===== src/rtl/rv_decode_skid_stage.sv =====
// RV32/RV64 base-ISA decode stage: combinational decode into a registered
// main entry plus one skid entry, valid/ready on both sides.
`default_nettype none
`timescale 1ns/1ps

module rv_decode_skid_stage #(
  parameter int XLEN  = 32,
  parameter int CNT_W = 16
) (
  input  logic             clk,
  input  logic             rst_n,
  input  logic             in_valid,
  output logic             in_ready,
  input  logic [31:0]      in_insn,
  output logic             out_valid,
  input  logic             out_ready,
  output logic [2:0]       out_fmt,
  output logic [6:0]       out_opcode,
  output logic [4:0]       out_rd,
  output logic [4:0]       out_rs1,
  output logic [4:0]       out_rs2,
  output logic [2:0]       out_funct3,
  output logic [6:0]       out_funct7,
  output logic [XLEN-1:0]  out_imm,
  output logic [CNT_W-1:0] illegal_cnt
);

  localparam bit IS64 = (XLEN == 64);

  localparam logic [2:0] FMT_R   = 3'd0;
  localparam logic [2:0] FMT_I   = 3'd1;
  localparam logic [2:0] FMT_S   = 3'd2;
  localparam logic [2:0] FMT_B   = 3'd3;
  localparam logic [2:0] FMT_U   = 3'd4;
  localparam logic [2:0] FMT_J   = 3'd5;
  localparam logic [2:0] FMT_ILL = 3'd7;

  typedef struct packed {
    logic [6:0] funct7; logic [4:0] rs2; logic [4:0] rs1;
    logic [2:0] funct3; logic [4:0] rd;  logic [6:0] opcode;
  } r_t;
  typedef struct packed {
    logic [11:0] imm; logic [4:0] rs1; logic [2:0] funct3;
    logic [4:0]  rd;  logic [6:0] opcode;
  } i_t;
  typedef struct packed {
    logic [6:0] imm_hi; logic [4:0] rs2; logic [4:0] rs1;
    logic [2:0] funct3; logic [4:0] imm_lo; logic [6:0] opcode;
  } s_t;
  typedef struct packed {
    logic       imm12;  logic [5:0] imm10_5; logic [4:0] rs2; logic [4:0] rs1;
    logic [2:0] funct3; logic [3:0] imm4_1;  logic imm11; logic [6:0] opcode;
  } b_t;
  typedef struct packed {
    logic [19:0] imm; logic [4:0] rd; logic [6:0] opcode;
  } u_t;
  typedef struct packed {
    logic       imm20; logic [9:0] imm10_1; logic imm11; logic [7:0] imm19_12;
    logic [4:0] rd;    logic [6:0] opcode;
  } j_t;
  typedef union packed {
    r_t r; i_t i; s_t s; b_t b; u_t u; j_t j; logic [31:0] raw;
  } insn_u;

  typedef struct packed {
    logic [2:0]      fmt;
    logic [6:0]      opcode;
    logic [4:0]      rd;
    logic [4:0]      rs1;
    logic [4:0]      rs2;
    logic [2:0]      funct3;
    logic [6:0]      funct7;
    logic [XLEN-1:0] imm;
  } rec_t;

  insn_u       insn;
  rec_t        dec;
  logic [31:0] imm32;

  // Every listed opcode ends in 2'b11, so compressed encodings fall to default.
  always_comb begin
    insn       = in_insn;
    dec        = '0;
    imm32      = '0;
    dec.opcode = insn.r.opcode;
    case (insn.r.opcode)
      7'b0110011:                         dec.fmt = FMT_R;
      7'b0010011, 7'b0000011, 7'b1100111,
      7'b1110011, 7'b0001111:             dec.fmt = FMT_I;
      7'b0100011:                         dec.fmt = FMT_S;
      7'b1100011:                         dec.fmt = FMT_B;
      7'b0110111, 7'b0010111:             dec.fmt = FMT_U;
      7'b1101111:                         dec.fmt = FMT_J;
      7'b0111011:                         dec.fmt = IS64 ? FMT_R : FMT_ILL;
      7'b0011011:                         dec.fmt = IS64 ? FMT_I : FMT_ILL;
      default:                            dec.fmt = FMT_ILL;
    endcase
    case (dec.fmt)
      FMT_R: begin
        dec.rd = insn.r.rd; dec.rs1 = insn.r.rs1; dec.rs2 = insn.r.rs2;
        dec.funct3 = insn.r.funct3; dec.funct7 = insn.r.funct7;
      end
      FMT_I: begin
        dec.rd = insn.i.rd; dec.rs1 = insn.i.rs1; dec.funct3 = insn.i.funct3;
        imm32 = {{20{insn.i.imm[11]}}, insn.i.imm};
      end
      FMT_S: begin
        dec.rs1 = insn.s.rs1; dec.rs2 = insn.s.rs2; dec.funct3 = insn.s.funct3;
        imm32 = {{20{insn.s.imm_hi[6]}}, insn.s.imm_hi, insn.s.imm_lo};
      end
      FMT_B: begin
        dec.rs1 = insn.b.rs1; dec.rs2 = insn.b.rs2; dec.funct3 = insn.b.funct3;
        imm32 = {{19{insn.b.imm12}}, insn.b.imm12, insn.b.imm11,
                 insn.b.imm10_5, insn.b.imm4_1, 1'b0};
      end
      FMT_U: begin
        dec.rd = insn.u.rd;
        imm32  = {insn.u.imm, 12'b0};
      end
      FMT_J: begin
        dec.rd = insn.j.rd;
        imm32  = {{11{insn.j.imm20}}, insn.j.imm20, insn.j.imm19_12,
                  insn.j.imm11, insn.j.imm10_1, 1'b0};
      end
      default: ;
    endcase
    dec.imm = XLEN'($signed(imm32));
  end

  rec_t             main_q, main_d, skid_q, skid_d;
  logic             main_v_q, main_v_d, skid_v_q, skid_v_d;
  logic             in_ready_q, in_ready_d;
  logic [CNT_W-1:0] cnt_q, cnt_d;
  logic             accept, emit;

  // The skid entry only fills while main is stalled, so it drains into main first.
  always_comb begin
    accept   = in_valid && in_ready_q;
    emit     = main_v_q && out_ready;
    main_d   = main_q;
    main_v_d = main_v_q;
    skid_d   = skid_q;
    skid_v_d = skid_v_q;
    cnt_d    = cnt_q;
    if (!main_v_q || emit) begin
      if (skid_v_q) begin
        main_d   = skid_q;
        main_v_d = 1'b1;
        skid_v_d = 1'b0;
      end else if (accept) begin
        main_d   = dec;
        main_v_d = 1'b1;
      end else begin
        main_v_d = 1'b0;
      end
    end else if (accept) begin
      skid_d   = dec;
      skid_v_d = 1'b1;
    end
    in_ready_d = !skid_v_d;
    if (accept && dec.fmt == FMT_ILL && cnt_q != {CNT_W{1'b1}})
      cnt_d = cnt_q + CNT_W'(1);
  end

  always_ff @(posedge clk or negedge rst_n) begin
    if (!rst_n) begin
      main_q     <= '0;
      skid_q     <= '0;
      main_v_q   <= 1'b0;
      skid_v_q   <= 1'b0;
      in_ready_q <= 1'b1;
      cnt_q      <= '0;
    end else begin
      main_q     <= main_d;
      skid_q     <= skid_d;
      main_v_q   <= main_v_d;
      skid_v_q   <= skid_v_d;
      in_ready_q <= in_ready_d;
      cnt_q      <= cnt_d;
    end
  end

  assign in_ready    = in_ready_q;
  assign out_valid   = main_v_q;
  assign out_fmt     = main_q.fmt;
  assign out_opcode  = main_q.opcode;
  assign out_rd      = main_q.rd;
  assign out_rs1     = main_q.rs1;
  assign out_rs2     = main_q.rs2;
  assign out_funct3  = main_q.funct3;
  assign out_funct7  = main_q.funct7;
  assign out_imm     = main_q.imm;
  assign illegal_cnt = cnt_q;

endmodule

`default_nettype wire


===== config.mk =====
export PLATFORM = sky130hd
export DESIGN_NAME = rv_decode_skid_stage
export DESIGN_NICKNAME = d
export VERILOG_FILES = /design/src/rtl/rv_decode_skid_stage.sv
export SDC_FILE = /design/constraint.sdc
export NUM_CORES = 1
export LEC_CHECK = 0
export CORE_ASPECT_RATIO = 0.75
export CORE_UTILIZATION = 40
export CTS_CLUSTER_DIAMETER = 40
export DETAILED_ROUTE_END_ITERATION = 7
export GPL_TIMING_DRIVEN = 0
export PLACE_DENSITY = 0.77
export SYNTH_ARGS = -nofsm -noshare
export SYNTH_HDL_FRONTEND = slang
export SYNTH_SLANG_ARGS = --single-unit

===== constraint.sdc =====
create_clock -name clk -period 1.7 [get_ports clk]
set_input_delay 0.51 -clock clk [delete_from_list [all_inputs] [get_ports clk]]
set_output_delay 0.51 -clock clk [all_outputs]
set_load 0.05 [all_outputs]

==> impl_results.md <==
* Worst-Skew Late Latency at 0.43 ns
* Post-route ant nets at 0
* Synth cell types at 55
* Final setup violation count at 12
* Commonest cells after routing, fill and taps aside: dfrtp_1 (142), nand2_1 (106), buf_2 (64)
* Vias in the first global route at 6128
* Arr. time, crit path at 2.04 ns
* Clock Sink Count at 153
* Placer Congestion at 0.903
* Setup WS post-layout at -0.0262 ns
* Hold crit path type: in -> async
* Initial core utilization at 0.415
* RSZ-0062 raised after global routing: yes
* Syn Area/Cell at 9.95 sq um
* Final net count at 908
* Core Area at approximately 17000 sq um
* Ports at 121
* Area of the mapped netlist at 7070 sq um
* Routed len/inst at around 20 um
* Prevailing post-synth register cell: dfrtp_1
* Htree depth at 4
* Worst-path cell chain: nand2_4 > a41o_1 > nor2_4 > buf_4 > nand4_1 > xnor2_1
* Tcrit/Tclk final at 1.02
* WS Path Type: reg -> reg
* Syn_nets at 747
* Final Max Slew Viols at 0
* Residual DRC at 0
* Layout Utilization at 0.560
* Port-buffer cells at 117
* Die Y at 117 um
* VDD IR max at 1160 uV
* Crit path capture type: register
* Area Overhead vs Synth at 35.0%
* Reported max-cap violation count at 0
* Leakage Power at 4.22 nW
* Die X at 155 um
* Num CTS Buffers at 17
* EDFF count, synth at 0
* Top cell family by delay on the critical path: flip-flops
* DRT iter0 DRCs at 479
* WP data required at 2.02 ns
* Ys async rst share at 1.00
* Setup TNS at -0.133 ns
* Syn Inst Count at 710
* Hold WS at 0.0469 ns
* Vias at 6438
* Skew final at 0.00775 ns
* DRT Wirelength at 22000 um
* Clock slew at reported path FFs at 0.06 ns
* GRT Total Usage at 0.242
* DP Wirelength at ~15000 um
* Share of cells above drive strength 1 at 0.285
* Root buffer cell: clkbuf_16
* Register area share after synthesis at 0.542
* Element type at the critical path start: register
* Die area at 18200 sq um
* F_max at 579 MHz
* Antenna violations before repair at 1
* CP bufs+invs at 1
* Site Rows at roughly 40
* Slowest cell on crit path: dfstp_2
* PD cells at 1390 nW/um^2
* Grt total ovfl at 0
* Final hold vios at 0
* Worst path max stage delay at 0.61 ns
* Global-route wire length before repair at around 33000 um
* Minimum clock period at between 1.5 and 2 ns
* Synth Warn # at 0
* Seq cells post-synth at 153
* Failing checks: setup timing
* DRT Pass-1 Iters at 5
* Least-Margin Pin Slew at 0.639 ns
* CTS tree: done
* Rel. slew slack at 0.574
* Most common cell after layout, fill and taps aside: dfrtp_1
* CTS Hold Buffers Added at 0
* Critical path peak fanout at 6
* Clk buf depth at 2
* Outcome: finished with violations
* DR vias/cell at 5.75
* Pin count of the biggest net entering global routing at 95
## layout make-up
class | instances | area (sq um)
buffer | 53 | 417
clock buffer | 20 | 457
fill | 1481 | 7490
sequential | 153 | 3840
antenna | 1 | 2.50
multi-input combinational | 498 | 3180
timing repair buffer | 144 | 1140
clock inverter | 11 | 194
tap | 236 | 295
inverter | 4 | 16.3
## metrics by stage
step	total power [W]	instance area, sq um	instances	setup WS (ns)
after global routing	0.0137	9540	1119	-0.0755
after CTS	0.0132	9450	1105	-0.0196
after detailed placement	0.00918	8640	1064	-1.06
after floorplan	0.00757	7150	710	-0.170
final	0.0132	9540	1120	-0.0262
after global placement	0.00910	8620	1063	-6.61
## where the power goes
part	internal [W]	switching, W	leakage, nW
Clock	0.00268	0.00153	0.316
Sequential	0.00435	0.000483	1.93
Combinational	0.00126	0.00294	1.98
## final timing paths
check / slack, ns / cells after the start / end / from
worst max-delay path: -0.03 / 6 / illegal_cnt[9] / in_ready
worst min-delay path: 0.05 / 1 / skid_q[35] / rst_n
worst max register to register: -0.03 / 6 / illegal_cnt[9] / in_ready
worst min register to register: 0.47 / 2 / skid_q[57] / skid_q[57]
max in group asynchronous: 0.77 / 2 / illegal_cnt[0] / rst_n
min in group clk: 0.47 / 2 / skid_q[57] / skid_q[57]
## routing by layer
| layer | vias to the layer above | wire [um] | track usage |
|---|---|---|---|
| met5 | - | 0 | 0 |
| met4 | 0 | 635 | 0.101 |
| met3 | 47 | 2100 | 0.0637 |
| met2 | 348 | 9450 | 0.348 |
| met1 | 3167 | 9770 | 0.347 |
| li1 | 2876 | - | - |
## kinds of logic (layout without fill, tap and decap cells)
| group | after synthesis | in the layout | synth area share |
|---|---|---|---|
| AOI/OAI and AO/OA | 199 | 199 | 0.198 |
| xor gates and xnor gates | 16 | 16 | 0.0198 |
| adders and majority gates | 1 | 1 | 0.00177 |
| buffers and inverters | 59 | 232 | 0.0381 |
| DFF | 153 | 153 | 0.542 |
| muxes | 8 | 8 | 0.0115 |
| other | 0 | 1 | 0 |
| and+or+nand+nor | 274 | 274 | 0.189 |
## registers in the layout (all words and copies together) (netlist names)
signal       cells
out_funct7       7
skid_q          67
out_imm         32
out_rd           5
out_opcode       7
in_ready         1
out_rs2          5
skid_v_q         1
out_fmt          3
out_valid        1
out_rs1          5
out_funct3       3
illegal_cnt     16
## cell usage after synthesis, types with 4 or more instances
cell | count | area [sq um]
and3_1 | 21 | 131
o21ai_0 | 34 | 170
nand3_1 | 10 | 50.1
a21oi_1 | 38 | 190
nand2_1 | 110 | 413
dfrtp_1 | 152 | 3800
a22o_1 | 19 | 166
a211oi_1 | 12 | 90.1
and4_1 | 4 | 35.0
a221o_1 | 11 | 110
nand4_1 | 13 | 81.3
nor3_1 | 30 | 150
nor2_1 | 57 | 214
a31oi_1 | 26 | 163
buf_4 | 6 | 45.0
mux2i_1 | 7 | 70.1
buf_1 | 4 | 15.0
clkbuf_1 | 30 | 113
o21a_1 | 12 | 90.1
o211ai_1 | 21 | 158
buf_2 | 14 | 70.1
nand2b_1 | 5 | 31.3
xnor2_1 | 15 | 131
o21bai_1 | 15 | 113
## what timing repair did
| item | 4_1_cts | 5_1_grt |
|---|---|---|
| buffers inserted | 11 | 13 |
| endpoints found under the setup margin | 235 | 165 |
| pin swaps | 11 | 21 |
| gates resized for setup | 407 | 109 |
| gates cloned | 1 | 1 |
Note: power is estimated with default switching activity, not from simulation.
